<file path="src/rtl/launch_turn_scheduler.sv">
// launch_turn_scheduler: buffers one shot per player, issues shots to the shared
// flight engine in strict turn order, then waits for flight end and a cooldown.
//
// state       | meaning
// ------------+-------------------------------------------------------------
// ST_IDLE     | waiting for the slot of the player whose turn it is
// ST_ISSUE    | launch_valid high, launch_* held until launch_ready
// ST_FLIGHT   | engine busy; ends on flight_done or on timeout
// ST_COOLDOWN | fixed idle gap, then turn hands over to the other player
module launch_turn_scheduler #(
  parameter int DATA_W          = 32,
  parameter int MAX_ANGLE       = 90,
  parameter int COOLDOWN_CYCLES = 16,
  parameter int TIMEOUT_CYCLES  = 4096
) (
  input  logic              clock,
  input  logic              resetn,
  input  logic              p0_fire,
  input  logic [DATA_W-1:0] p0_velocity,
  input  logic [DATA_W-1:0] p0_angle,
  input  logic              p1_fire,
  input  logic [DATA_W-1:0] p1_velocity,
  input  logic [DATA_W-1:0] p1_angle,
  output logic              launch_valid,
  input  logic              launch_ready,
  output logic              launch_player,
  output logic [DATA_W-1:0] launch_velocity,
  output logic [DATA_W-1:0] launch_angle,
  input  logic              flight_done,
  output logic              turn,
  output logic              p0_pending,
  output logic              p1_pending,
  output logic [1:0]        drop_pulse,
  output logic              timeout_err
);

  typedef enum logic [1:0] {
    ST_IDLE,
    ST_ISSUE,
    ST_FLIGHT,
    ST_COOLDOWN
  } state_t;

  // One down-counter is shared by FLIGHT and COOLDOWN; it is sized for the longer.
  localparam int CNT_MAX = (TIMEOUT_CYCLES > COOLDOWN_CYCLES) ? TIMEOUT_CYCLES : COOLDOWN_CYCLES;
  localparam int CNT_W   = (CNT_MAX > 2) ? $clog2(CNT_MAX) : 1;
  localparam logic [CNT_W-1:0]  TMO_LOAD  = CNT_W'(TIMEOUT_CYCLES - 1);
  localparam logic [CNT_W-1:0]  COOL_LOAD = CNT_W'(COOLDOWN_CYCLES - 1);
  localparam logic [DATA_W-1:0] MAX_A     = DATA_W'(MAX_ANGLE);

  state_t            state, state_nx;
  logic [CNT_W-1:0]  cnt, cnt_nx;
  logic              cnt_tc;
  logic              handshake;
  logic              load_launch;
  logic              tmo_hit;
  logic              turn_flip;

  logic [1:0]        fire;
  logic [DATA_W-1:0] in_vel [2];
  logic [DATA_W-1:0] in_ang [2];
  logic [1:0]        slot_full;
  logic [DATA_W-1:0] slot_vel [2];
  logic [DATA_W-1:0] slot_ang [2];

  function automatic logic [DATA_W-1:0] clamp_angle(input logic [DATA_W-1:0] a);
    return (a > MAX_A) ? MAX_A : a;
  endfunction

  assign fire      = {p1_fire, p0_fire};
  assign in_vel[0] = p0_velocity;
  assign in_vel[1] = p1_velocity;
  assign in_ang[0] = p0_angle;
  assign in_ang[1] = p1_angle;

  assign cnt_tc       = (cnt == '0);
  assign launch_valid = (state == ST_ISSUE);
  assign p0_pending   = slot_full[0];
  assign p1_pending   = slot_full[1];

  // State register and shared down-counter.
  always_ff @(posedge clock or negedge resetn) begin
    if (!resetn) begin
      state <= ST_IDLE;
      cnt   <= '0;
    end else begin
      state <= state_nx;
      cnt   <= cnt_nx;
    end
  end

  // Next-state, counter reload/decrement and control strobes.
  always_comb begin
    state_nx    = state;
    cnt_nx      = cnt;
    handshake   = 1'b0;
    load_launch = 1'b0;
    tmo_hit     = 1'b0;
    turn_flip   = 1'b0;
    case (state)
      ST_IDLE: begin
        if (slot_full[turn]) begin
          state_nx    = ST_ISSUE;
          load_launch = 1'b1;
        end
      end
      ST_ISSUE: begin
        if (launch_ready) begin
          handshake = 1'b1;
          state_nx  = ST_FLIGHT;
          cnt_nx    = TMO_LOAD;
        end
      end
      ST_FLIGHT: begin
        // A done arriving on the terminal cycle still counts as a normal finish.
        if (flight_done) begin
          state_nx = ST_COOLDOWN;
          cnt_nx   = COOL_LOAD;
        end else if (cnt_tc) begin
          state_nx = ST_COOLDOWN;
          cnt_nx   = COOL_LOAD;
          tmo_hit  = 1'b1;
        end else begin
          cnt_nx = cnt - 1'b1;
        end
      end
      ST_COOLDOWN: begin
        if (cnt_tc) begin
          state_nx  = ST_IDLE;
          turn_flip = 1'b1;
        end else begin
          cnt_nx = cnt - 1'b1;
        end
      end
      default: state_nx = ST_IDLE;
    endcase
  end

  // Per-player shot slots: capture when empty, drop when full, free on handshake.
  always_ff @(posedge clock or negedge resetn) begin
    if (!resetn) begin
      slot_full  <= '0;
      drop_pulse <= '0;
      for (int n = 0; n < 2; n++) begin
        slot_vel[n] <= '0;
        slot_ang[n] <= '0;
      end
    end else begin
      drop_pulse <= '0;
      for (int n = 0; n < 2; n++) begin
        if (fire[n]) begin
          if (slot_full[n]) begin
            drop_pulse[n] <= 1'b1;
          end else begin
            slot_full[n] <= 1'b1;
            slot_vel[n]  <= in_vel[n];
            slot_ang[n]  <= clamp_angle(in_ang[n]);
          end
        end
        if (handshake && (turn == 1'(n))) begin
          slot_full[n] <= 1'b0;
        end
      end
    end
  end

  // Launch payload, turn ownership and timeout strobe.
  always_ff @(posedge clock or negedge resetn) begin
    if (!resetn) begin
      launch_player   <= 1'b0;
      launch_velocity <= '0;
      launch_angle    <= '0;
      turn            <= 1'b0;
      timeout_err     <= 1'b0;
    end else begin
      timeout_err <= tmo_hit;
      if (load_launch) begin
        launch_player   <= turn;
        launch_velocity <= slot_vel[turn];
        launch_angle    <= slot_ang[turn];
      end
      if (turn_flip) begin
        turn <= ~turn;
      end
    end
  end

endmodule

</file>
<file path="config.mk">
export PLATFORM = sky130hd
export DESIGN_NAME = launch_turn_scheduler
export DESIGN_NICKNAME = d
export VERILOG_FILES = /design/src/rtl/launch_turn_scheduler.sv
export SDC_FILE = /design/constraint.sdc
export NUM_CORES = 1
export LEC_CHECK = 0
export ABC_AREA = 1
export BUFFER_PORTS_ARGS = -buffer_cell sky130_fd_sc_hd__buf_2
export CORE_MARGIN = 2
export CORE_UTILIZATION = 30
export CTS_CLUSTER_SIZE = 10
export DETAILED_ROUTE_END_ITERATION = 7
export GPL_TIMING_DRIVEN = 0
export HOLD_SLACK_MARGIN = 0.12
export SLEW_MARGIN = 20
export SYNTH_ARGS = -nofsm -noshare
export SYNTH_HDL_FRONTEND = slang
export SYNTH_SLANG_ARGS = --single-unit
</file>
<file path="constraint.sdc">
create_clock -name clock -period 2.2 [get_ports clock]
set_clock_uncertainty 0.2 [all_clocks]
set_input_delay 0.33 -clock clock [delete_from_list [all_inputs] [get_ports clock]]
set_output_delay 0.33 -clock clock [all_outputs]
set_load 0.005 [all_outputs]
</file>
# After elaboration in Yosys (flattened, before gate mapping)
# Cells that the tools add are included.
[op_classes] n_mux=37 magnitude_cmp=4 bitwise=4 add_sub_neg=1 n_eq_ne=8 reduce_logical=11
[ops] cell="$mux 32" n=8
[ops] cell="$gt 32x7->1 const B" n=2
[ops] cell="$mux 12" n=4
[ops] cell="$pmux 12 s3" n=1
[ops] cell="$mux 1" n=18
[ops] cell="$logic_not 12->1" n=1
[ops] cell="$sub 12x1->12 const B" n=1
[ops] cell="$mux 2" n=5
[ops] cell="$pmux 2 s4" n=1
[ops] cell="$ne 2x2->1 const B" n=3
[ops] cell="$eq 2x2->1 const B" n=2
[ops] cell="$reduce_and 2->1" n=2
[ops] cell="$reduce_and 4->1" n=1
[ops] cell="$reduce_bool 2->1" n=2
[ops] cell="$ne 3x3->1 const B" n=1
[ops] cell="$not 1->1" n=3
[ops] cell="$reduce_and 3->1" n=1
[ops] cell="$reduce_bool 3->1" n=1
[ops] cell="$eq 2x1->1 const B" n=1
[ops] cell="$ge 2x2->1 const B" n=1
[ops] cell="$logic_and 1x1->1" n=2
[ops] cell="$logic_not 2->1" n=1
[ops] cell="$lt 1x2->1 const B" n=1
[ops] cell="$ne 2x1->1 const B" n=1
[ops] cell="$not 1->2" n=1
[totals] reg_bits=213 out_inout_bits=72 word_cells=79 inputBits=134

# Logic depth before layout (Yosys ltp)
# Gate-level depths: netlist (run 1).
[depth] ltp_word=4 depth_mapped=12 ltp_nobuf=12

# Least setup slack after synthesis (run 1)
# No wires, ideal clock.
[synth_timing] kind="register -> register" from="register cnt[0]" to="register cnt[7]" path_slack_ns=0.489 setup_time_ns=0.129 arrival_ns=1.381 path_stages_with_launch=13 path_cell_list="dfrtp_1 -> inv_1 -> ha_1 -> inv_1 -> nor2_1 -> nand2_1 -> nor2_2 -> nand3_2 -> nand2_4 -> inv_2 -> buf_6 -> nor2_1 -> a21oi_1"
[synth_via] elab_chain_cells=4 word_cells_on_any_way=8 cone_classes="1 x add/sub; 1 x eq/ne; 4 x mux; 2 x reduce/logical"
[synth_lines] element="from (decl)" line_no="52" rtl="logic [CNT_W-1:0] cnt, cnt_nx;"
[synth_lines] element="from (signal assigned)" line_no="88" rtl="cnt <= cnt_nx;"
[synth_lines] element="$sub 12x1->12 or $logic_not 12->1 (tied branches)" line_no="124, 132, 76"
[synth_lines] element="$mux 12" line_no="119" rtl="end else if (cnt_tc) begin"
[synth_lines] element="$mux 12" line_no="116" rtl="if (flight_done) begin"
[synth_lines] element="$pmux 12 s3" line_no="100" rtl="case (state)"
# Several ways; a longest one is shown, not always the timed one. The select of a mux whose other input is x is not followed.
# A chain may end at the register's enable or synchronous reset.

# Worst setup path after layout (run 1)
[layout_timing] from="input p1_angle[31]" to="register slot_ang[5] (netlist bit)"
[layout_via] elab_chain_cells=2
[layout_lines] element="from (decl)" line_no="23" rtl="input logic [DATA_W-1:0] p1_angle,"
[layout_lines] element="$gt 32x7->1" line_no="67" rtl="return (a > MAX_A) ? MAX_A : a;"
[layout_lines] element="$mux 32" line_no="67"
[layout_lines] element="to (signal, indexed assignment)" line_no="157" rtl="slot_ang[n] <= clamp_angle(in_ang[n]);"
[layout_lines] element="to (decl)" line_no="64" rtl="logic [DATA_W-1:0] slot_ang [2];"
# Every way passes these cells.

==> results of run 1 <==
==> repair_timing <==
| action | in CTS | in global routing |
|---|---|---|
| endpoints found under the hold margin | 298 | 24 |
| gates resized for setup | 0 | 8 |
| hold buffers | 97 | 2 |
| setup endpoints to repair | 0 | 9 |
| buffers inserted | 0 | 0 |
==> kinds of logic (layout without fill, tap and decap cells) <==
group	Yosys count	count (layout)	share of synthesized area
AND/OR/NAND/NOR	616	616	0.268
other	0	5	0
adder cells (fa/ha/maj)	7	7	0.00970
XOR/XNOR	5	5	0.00485
buffers and inverters	143	485	0.0656
flip-flops	213	213	0.590
AO/OA/AOI/OAI	93	93	0.0614
==> metrics by stage <==
stage / power, mW / setup TNS (ns) / area (sq um) / setup slack, ns / util
after detailed placement: 9.97 / 0 / 10600 / 0.139 / 0.358
final: 13.8 / 0 / 12400 / 0.0901 / 0.418
after CTS: 13.9 / 0 / 12300 / 0.0299 / 0.415
after global placement: 9.84 / -661.77 / 10500 / -3.12 / 0.356
after global routing: 14.8 / -0.00217 / 12400 / -0.00217 / 0.417
after floorplan: 8.21 / 0 / 9030 / 0.489 / -
==> synth_stat cells <==
| cell | n |
|---|---|
| a21oi_1 | 11 |
| a21oi_2 | 1 |
| a31oi_1 | 64 |
| a32oi_1 | 1 |
| and2_0 | 2 |
| buf_1 | 4 |
| buf_2 | 11 |
| buf_4 | 9 |
| buf_6 | 1 |
| clkbuf_1 | 25 |
| dfrtp_1 | 213 |
| ha_1 | 7 |
| inv_1 | 90 |
| inv_2 | 3 |
| nand2_1 | 399 |
| nand2_2 | 3 |
| nand2_4 | 1 |
| nand3_1 | 17 |
| nand3_2 | 1 |
| nand3b_1 | 1 |
| nand4_1 | 3 |
| nor2_1 | 166 |
| nor2_2 | 6 |
| nor3_1 | 7 |
| o21ai_0 | 6 |
| o21ai_1 | 9 |
| o22ai_1 | 1 |
| or2_0 | 2 |
| or2_2 | 8 |
| xor2_1 | 5 |
==> layer usage <==
layer	global-route usage	routed length (microns)	up-vias
li1	-	-	4005
met5	0	0	-
met3	0.0255	1080	57
met2	0.278	12600	199
met1	0.216	11400	3785
met4	0.0663	1000	0
==> sequential cells by signal (all words and copies together) (netlist names) <==
name and cells:
launch_player 1, launch_velocity 32, slot_ang 64, slot_full 2, timeout_err 1, state 2, launch_angle 32, slot_vel 64
cnt 12, drop_pulse 2, turn 1
==> cell type report <==
type | instances | share of cell area
flip-flops and latches | 213 | 0.431
repair buffers | 306 | 0.169
well taps | 390 | 0.0394
multi-input cells | 721 | 0.252
plain buffers | 50 | 0.0199
clock buffers | 34 | 0.0574
clock inverters | 2 | 0.00202
diodes | 5 | 0.00101
inverters | 93 | 0.0282
==> report_power, final <==
| group | total (mW) | leakage (nW) | switching, mW | internal [mW] |
|---|---|---|---|---|
| combinational | 4.30 | 3.17 | 2.48 | 1.82 |
| clock | 3.78 | 0.359 | 1.55 | 2.23 |
| sequential | 5.69 | 2.58 | 0.645 | 5.04 |
| total | 13.8 | 6.11 | 4.67 | 9.09 |
==> path summary, 6_finish.rpt <==
kind / depth (start not counted) / startpoint / to / slack, ns
min reg2reg: 2 / slot_vel[63] / slot_vel[63] / 0.27
min: 3 / resetn / slot_ang[59] / 0.16
max: 8 / p1_angle[31] / slot_ang[5] / 0.09
min in group clock: 8 / p0_angle[25] / slot_ang[37] / 0.17
max reg2reg: 5 / turn / launch_velocity[11] / 0.16
max in group asynchronous: 3 / resetn / launch_angle[21] / 0.43
==> worst min-delay path, cell delays in order <==
cell and delay, ns:
dlygate4sd3_1 0.56, buf_8 0.15, buf_12 0.18
==> results.txt, run 1 <==
Port Buffers: 205
Tcrit/Tclk final: 0.959
Yosys cell types: 30
WP buf/inv: 3
CP max stage delay: 0.68 ns
top post-synthesis cells by area: dfrtp_1 (59%), nand2_1 (17%), nor2_1 (6.9%)
largest net degree at the start of global routing: 90
DRC: 0
CTS tree: done
htree depth: 1
clock latency on the worst-skew pair: 0.52 ns
Slew headroom: 0.480
Worst Path Arrival: 2.35 ns
Pins Over Slew Limit: 0
core area: 29600 sq um
Routed Antenna Nets: 0
commonest cells after routing, fill and taps aside: nand2_1 (397), buf_2 (214), dfrtp_1 (213)
die height: 177 microns
Ys Warns: 0
FF+latch count, synth: 213
number of I/O pins: 206
routed via count: 8046
Reg area: 5330 sq um
commonest non-fill, non-tap cell in the layout: nand2_1
Routed WL: 26.2 mm
worst vdd rail ir drop: 0.000536 V
FP Rows: 63
Overflow after GRT: 0
Non-Filler Instances: 1814
Slew @ Worst Pin: 0.778 ns
CP Cell Sequence: dlygate4sd3_1 -> buf_2 -> nor3_1 -> nand2_1 -> nor2_2 -> dlygate4sd3_1 -> nand2_1 -> o21ai_1
Final min period: 2.11 ns
Req. time, crit path: 2.44 ns
fraction of layout cells with a size suffix above 1: 0.202
Layout area overhead: 37.1%
hold slack: 0.164 ns
syn_nets: 1218
status: complete, no violations
average routed wire per standard cell: 14.4 microns
unrepaired setup endpoints after global routing: true
average size of a mapped cell: 8.38 sq um
vias in the first global route: 8106
Mapped Area: 9030 sq um
Multi-input gate area: 3120 sq um
Synth Instances: 1077
Yosys top cell by area: dfrtp_1
Leak Pwr: 6.11 nW
DIE AREA: 31500 sq um
initial core utilization: 0.305
Setup crit start kind: input pin
Crit. End Element: flop
share of the synthesized area in the top cell type: 0.590
sequential fraction of the synthesis area: 0.590
PD cells: 1110 nW/um^2
drt pass-1 iters: 5
number of setup violations in the final report: 0
CP top delay family: buffers and inverters
DRT iter0 DRCs: 462
Worst-path clk slew: 0.05 ns
Max Root-Sink Buffers: 3
gr usage total: 0.166
die width: 177 microns
slowest CP cell: dlygate4sd3_1
initial antenna violation count: 4
first-pass GRT wire length: 41.6 mm
Critical Path Fanout Max: 4
Via density: 4.44
CTS buffer count: 26
Clock Sinks: 213
RePlAce Congestion: 0.807
Final nets: 1552
Max Freq: 474 MHz
Max Cap Violations: 0
Crit Path Class: input pin to flop
# fillers: 3014
Root Driver: clkbuf_16
Placed Cells: 1674
Worst Hold Class: input pin to async pin
post-DP HPWL: 17.7 mm
endpoints failing hold: 0
Power figures use the tool's default switching activity.
==> run 2: changes to the inputs <==
==> constraint.sdc (replaced) <==
create_clock -name clock -period 2 [get_ports clock]
set_clock_uncertainty 0.2 [all_clocks]
set_input_delay 0.3 -clock clock [delete_from_list [all_inputs] [get_ports clock]]
set_output_delay 0.3 -clock clock [all_outputs]
set_load 0.005 [all_outputs]
==> run 2 against run 1 <==
  * Sequential power increased by 10%
  * Sequential share of layout area shrank 1.5 points
  * Critical path type is now flop to flop
  * Clock-buffer cell count stayed put
  * Combinational power is 22% higher
  * Wire length increased by 3.0%
  * Largest power group unchanged
==> results.txt, run 2 (synthesis results as in run 1) <==
die width: 177 microns (unchanged)
r2r endpoint: cnt[6]
top flop regs: slot_ang (64), slot_vel (64)
average routed wire per standard cell: 14.6 microns (+0.95%)
RePlAce Congestion: 0.807 (unchanged)
Final min period: 1.93 ns
Max Freq: 518 MHz
PD cells: 1220 nW/um^2 (+9.8%)
min-delay src: p1_angle[22]
core area: 29600 sq um (unchanged)
Hold Path Depth: 8
Slew @ Worst Pin: 0.597 ns (-0.180 ns)
initial core utilization: 0.305 (unchanged)
Overflow after GRT: 0 (unchanged)
gr usage total: 0.170 (+0.00409)
largest net degree at the start of global routing: 90 (unchanged)
combinational power share: 0.334 (+0.022)
Placement Setup Slack: -0.0507 ns (-0.189 ns)
initial antenna violation count: 5 (+1)
Hold Path Sink: slot_ang[3]
r2r setup slk: 0.07 ns (-0.09 ns)
CTS buffer count: 26 (unchanged)
DRC: 0 (unchanged)
Leak Pwr: 6.30 nW (+3.0%)
Max Root-Sink Buffers: 3 (unchanged)
Via density: 4.47 (+0.83%)
DIE AREA: 31500 sq um (unchanged)
Top Layer Used: met4
die height: 177 microns (unchanged)
Worst Hold Class: input pin to flop
met1 wire length: 11.5 mm (+0.64%)
fraction of layout cells with a size suffix above 1: 0.223 (+0.0204)
Setup crit start kind: flop
vias in the first global route: 8376 (+3.3%)
Routed Antenna Nets: 0 (unchanged)
Pins Over Slew Limit: 0 (unchanged)
Clock Sinks: 213 (unchanged)
Root Driver: clkbuf_16
Final nets: 1588 (+2.3%)
status: complete, no violations
Int Power: 10.3 mW (+13%)
DRT iter0 DRCs: 444 (-3.9%)
final setup TNS: 0 ns (unchanged)
Tcrit/Tclk final: 0.966
Worst-path clk slew: 0.05 ns (about the same)
Worst Path Arrival: 2.13 ns (-0.22 ns)
Layout area overhead: 42.1%
r2r startpoint: cnt[0]
Routed WL: 26.9 mm (+3.0%)
number of setup violations in the final report: 0 (unchanged)
CTS tree: done
commonest non-fill, non-tap cell in the layout: nand2_1
Max Cap Violations: 0 (unchanged)
commonest cells after routing, fill and taps aside: nand2_1 (396), buf_2 (215), dfrtp_1 (213)
post-DP HPWL: 17.7 mm (unchanged)
hold slack: 0.119 ns (-0.0449 ns)
Util after Layout: 0.433 (+0.0153)
worst r2r path cells: 12 (+7)
finished layout cell area: 12800 sq um (+3.7%)
Crit Path Class: flop to flop
routed via count: 8274 (+2.8%)
DR WL met3: 1.28 mm (+19%)
Sw Share: 0.343 (+0.00332)
NetSw: 5.37 mW (+15%)
htree depth: 1 (unchanged)
first-pass GRT wire length: 42.5 mm (+2.4%)
Slew headroom: 0.598 (+0.118)
drt pass-1 iters: 5 (unchanged)
post-route setup slack: 0.0687 ns (-0.0214 ns)
Placed Area: 10600 sq um (unchanged)
Port Buffers: 205 (unchanged)
clock latency on the worst-skew pair: 0.52 ns (about the same)
number of I/O pins: 206 (unchanged)
Crit. End Element: flop
metal2 WL: 12.7 mm (+0.89%)
Req. time, crit path: 2.20 ns (-0.24 ns)
sequential power share: 0.401 (-0.012)
FP Rows: 63 (unchanged)
worst vdd rail ir drop: 0.000585 V (+9.3%)
unrepaired setup endpoints after global routing: true
Clock power frac: 0.265 (-0.010)
endpoints failing hold: 0 (unchanged)
Critical Path Fanout Max: 5 (+1)
[run 2: cell types whose count changed in the layout (fill, tap and decap cells not counted), sizes merged]
cell and delta:
dlygate4sd3 +28, buf +6, clkbuf +2
[run 2: through the flow]
step,power [mW],instances
3_5_place_dp,11.0,1674
3_3_place_gp,10.8,1672
6_report,15.7,1850
5_1_grt,16.8,1849
2_1_floorplan,9.04,1077
4_1_cts,15.4,1836
[run 2: layout make-up]
| type | count | area (sq um) |
|---|---|---|
| Clock inverter | 2 | 25.0 |
| Clock buffer | 34 | 711 |
| Fill cell | 2990 | 16800 |
| Tap cell | 390 | 488 |
| Antenna cell | 5 | 12.5 |
| Sequential cell | 213 | 5330 |
| Buffer | 50 | 262 |
| Inverter | 93 | 354 |
| Multi-Input combinational cell | 721 | 3210 |
| Timing Repair Buffer | 342 | 2440 |
[run 2: worst max-delay path, stage by stage, from the launching register on]
cell       delay [ns]
dfrtp_1          0.40
inv_2            0.11
ha_4             0.13
inv_2            0.03
nor2_2           0.09
nand2_1          0.06
nor2_2           0.16
nand3_2          0.14
nand2_4          0.15
inv_6            0.06
clkbuf_16        0.16
nor2_4           0.10
a21oi_2          0.03
[run 2: power by group through the flow]
stage / Clock [mW] / Combinational, mW / Sequential, mW
6_report: 4.16 / 5.23 / 6.28
5_1_grt: 4.43 / 5.91 / 6.44
4_1_cts: 4.26 / 4.85 / 6.26
3_5_place_dp: 0 / 4.65 / 6.32
3_3_place_gp: 0 / 4.53 / 6.30
2_1_floorplan: 0 / 2.80 / 6.24
[run 2: per-layer routing]
metal | global-route usage | vias to the layer above
met5 | 0 | -
met4 | 0.0809 | 0
met3 | 0.0261 | 85
met2 | 0.282 | 233
met1 | 0.218 | 3877
li1 | - | 4079
[run 2: how the worst max path moves through the flow]
stage / from / endpoint / slack (ns) / cells after the start
2_1_floorplan: cnt[0] / cnt[7] / 0.29 / 12
3_3_place_gp: resetn / state[0] / -3.29 / 1
3_5_place_dp: turn / launch_velocity[15] / -0.05 / 5
4_1_cts: slot_full[0] / slot_vel[59] / 0.02 / 6
5_1_grt: cnt[0] / cnt[6] / -0.05 / 12
6_report: cnt[0] / cnt[6] / 0.07 / 12
[run 2: timing repair]
item / in CTS / in global routing
cloned: 0 / 1
gates resized for setup: 4 / 47
hold endpoints to repair: 302 / 7
pin swaps: 0 / 12
setup buffers: 0 / 8
hold buffers: 126 / 2
setup endpoints to repair: 24 / 62
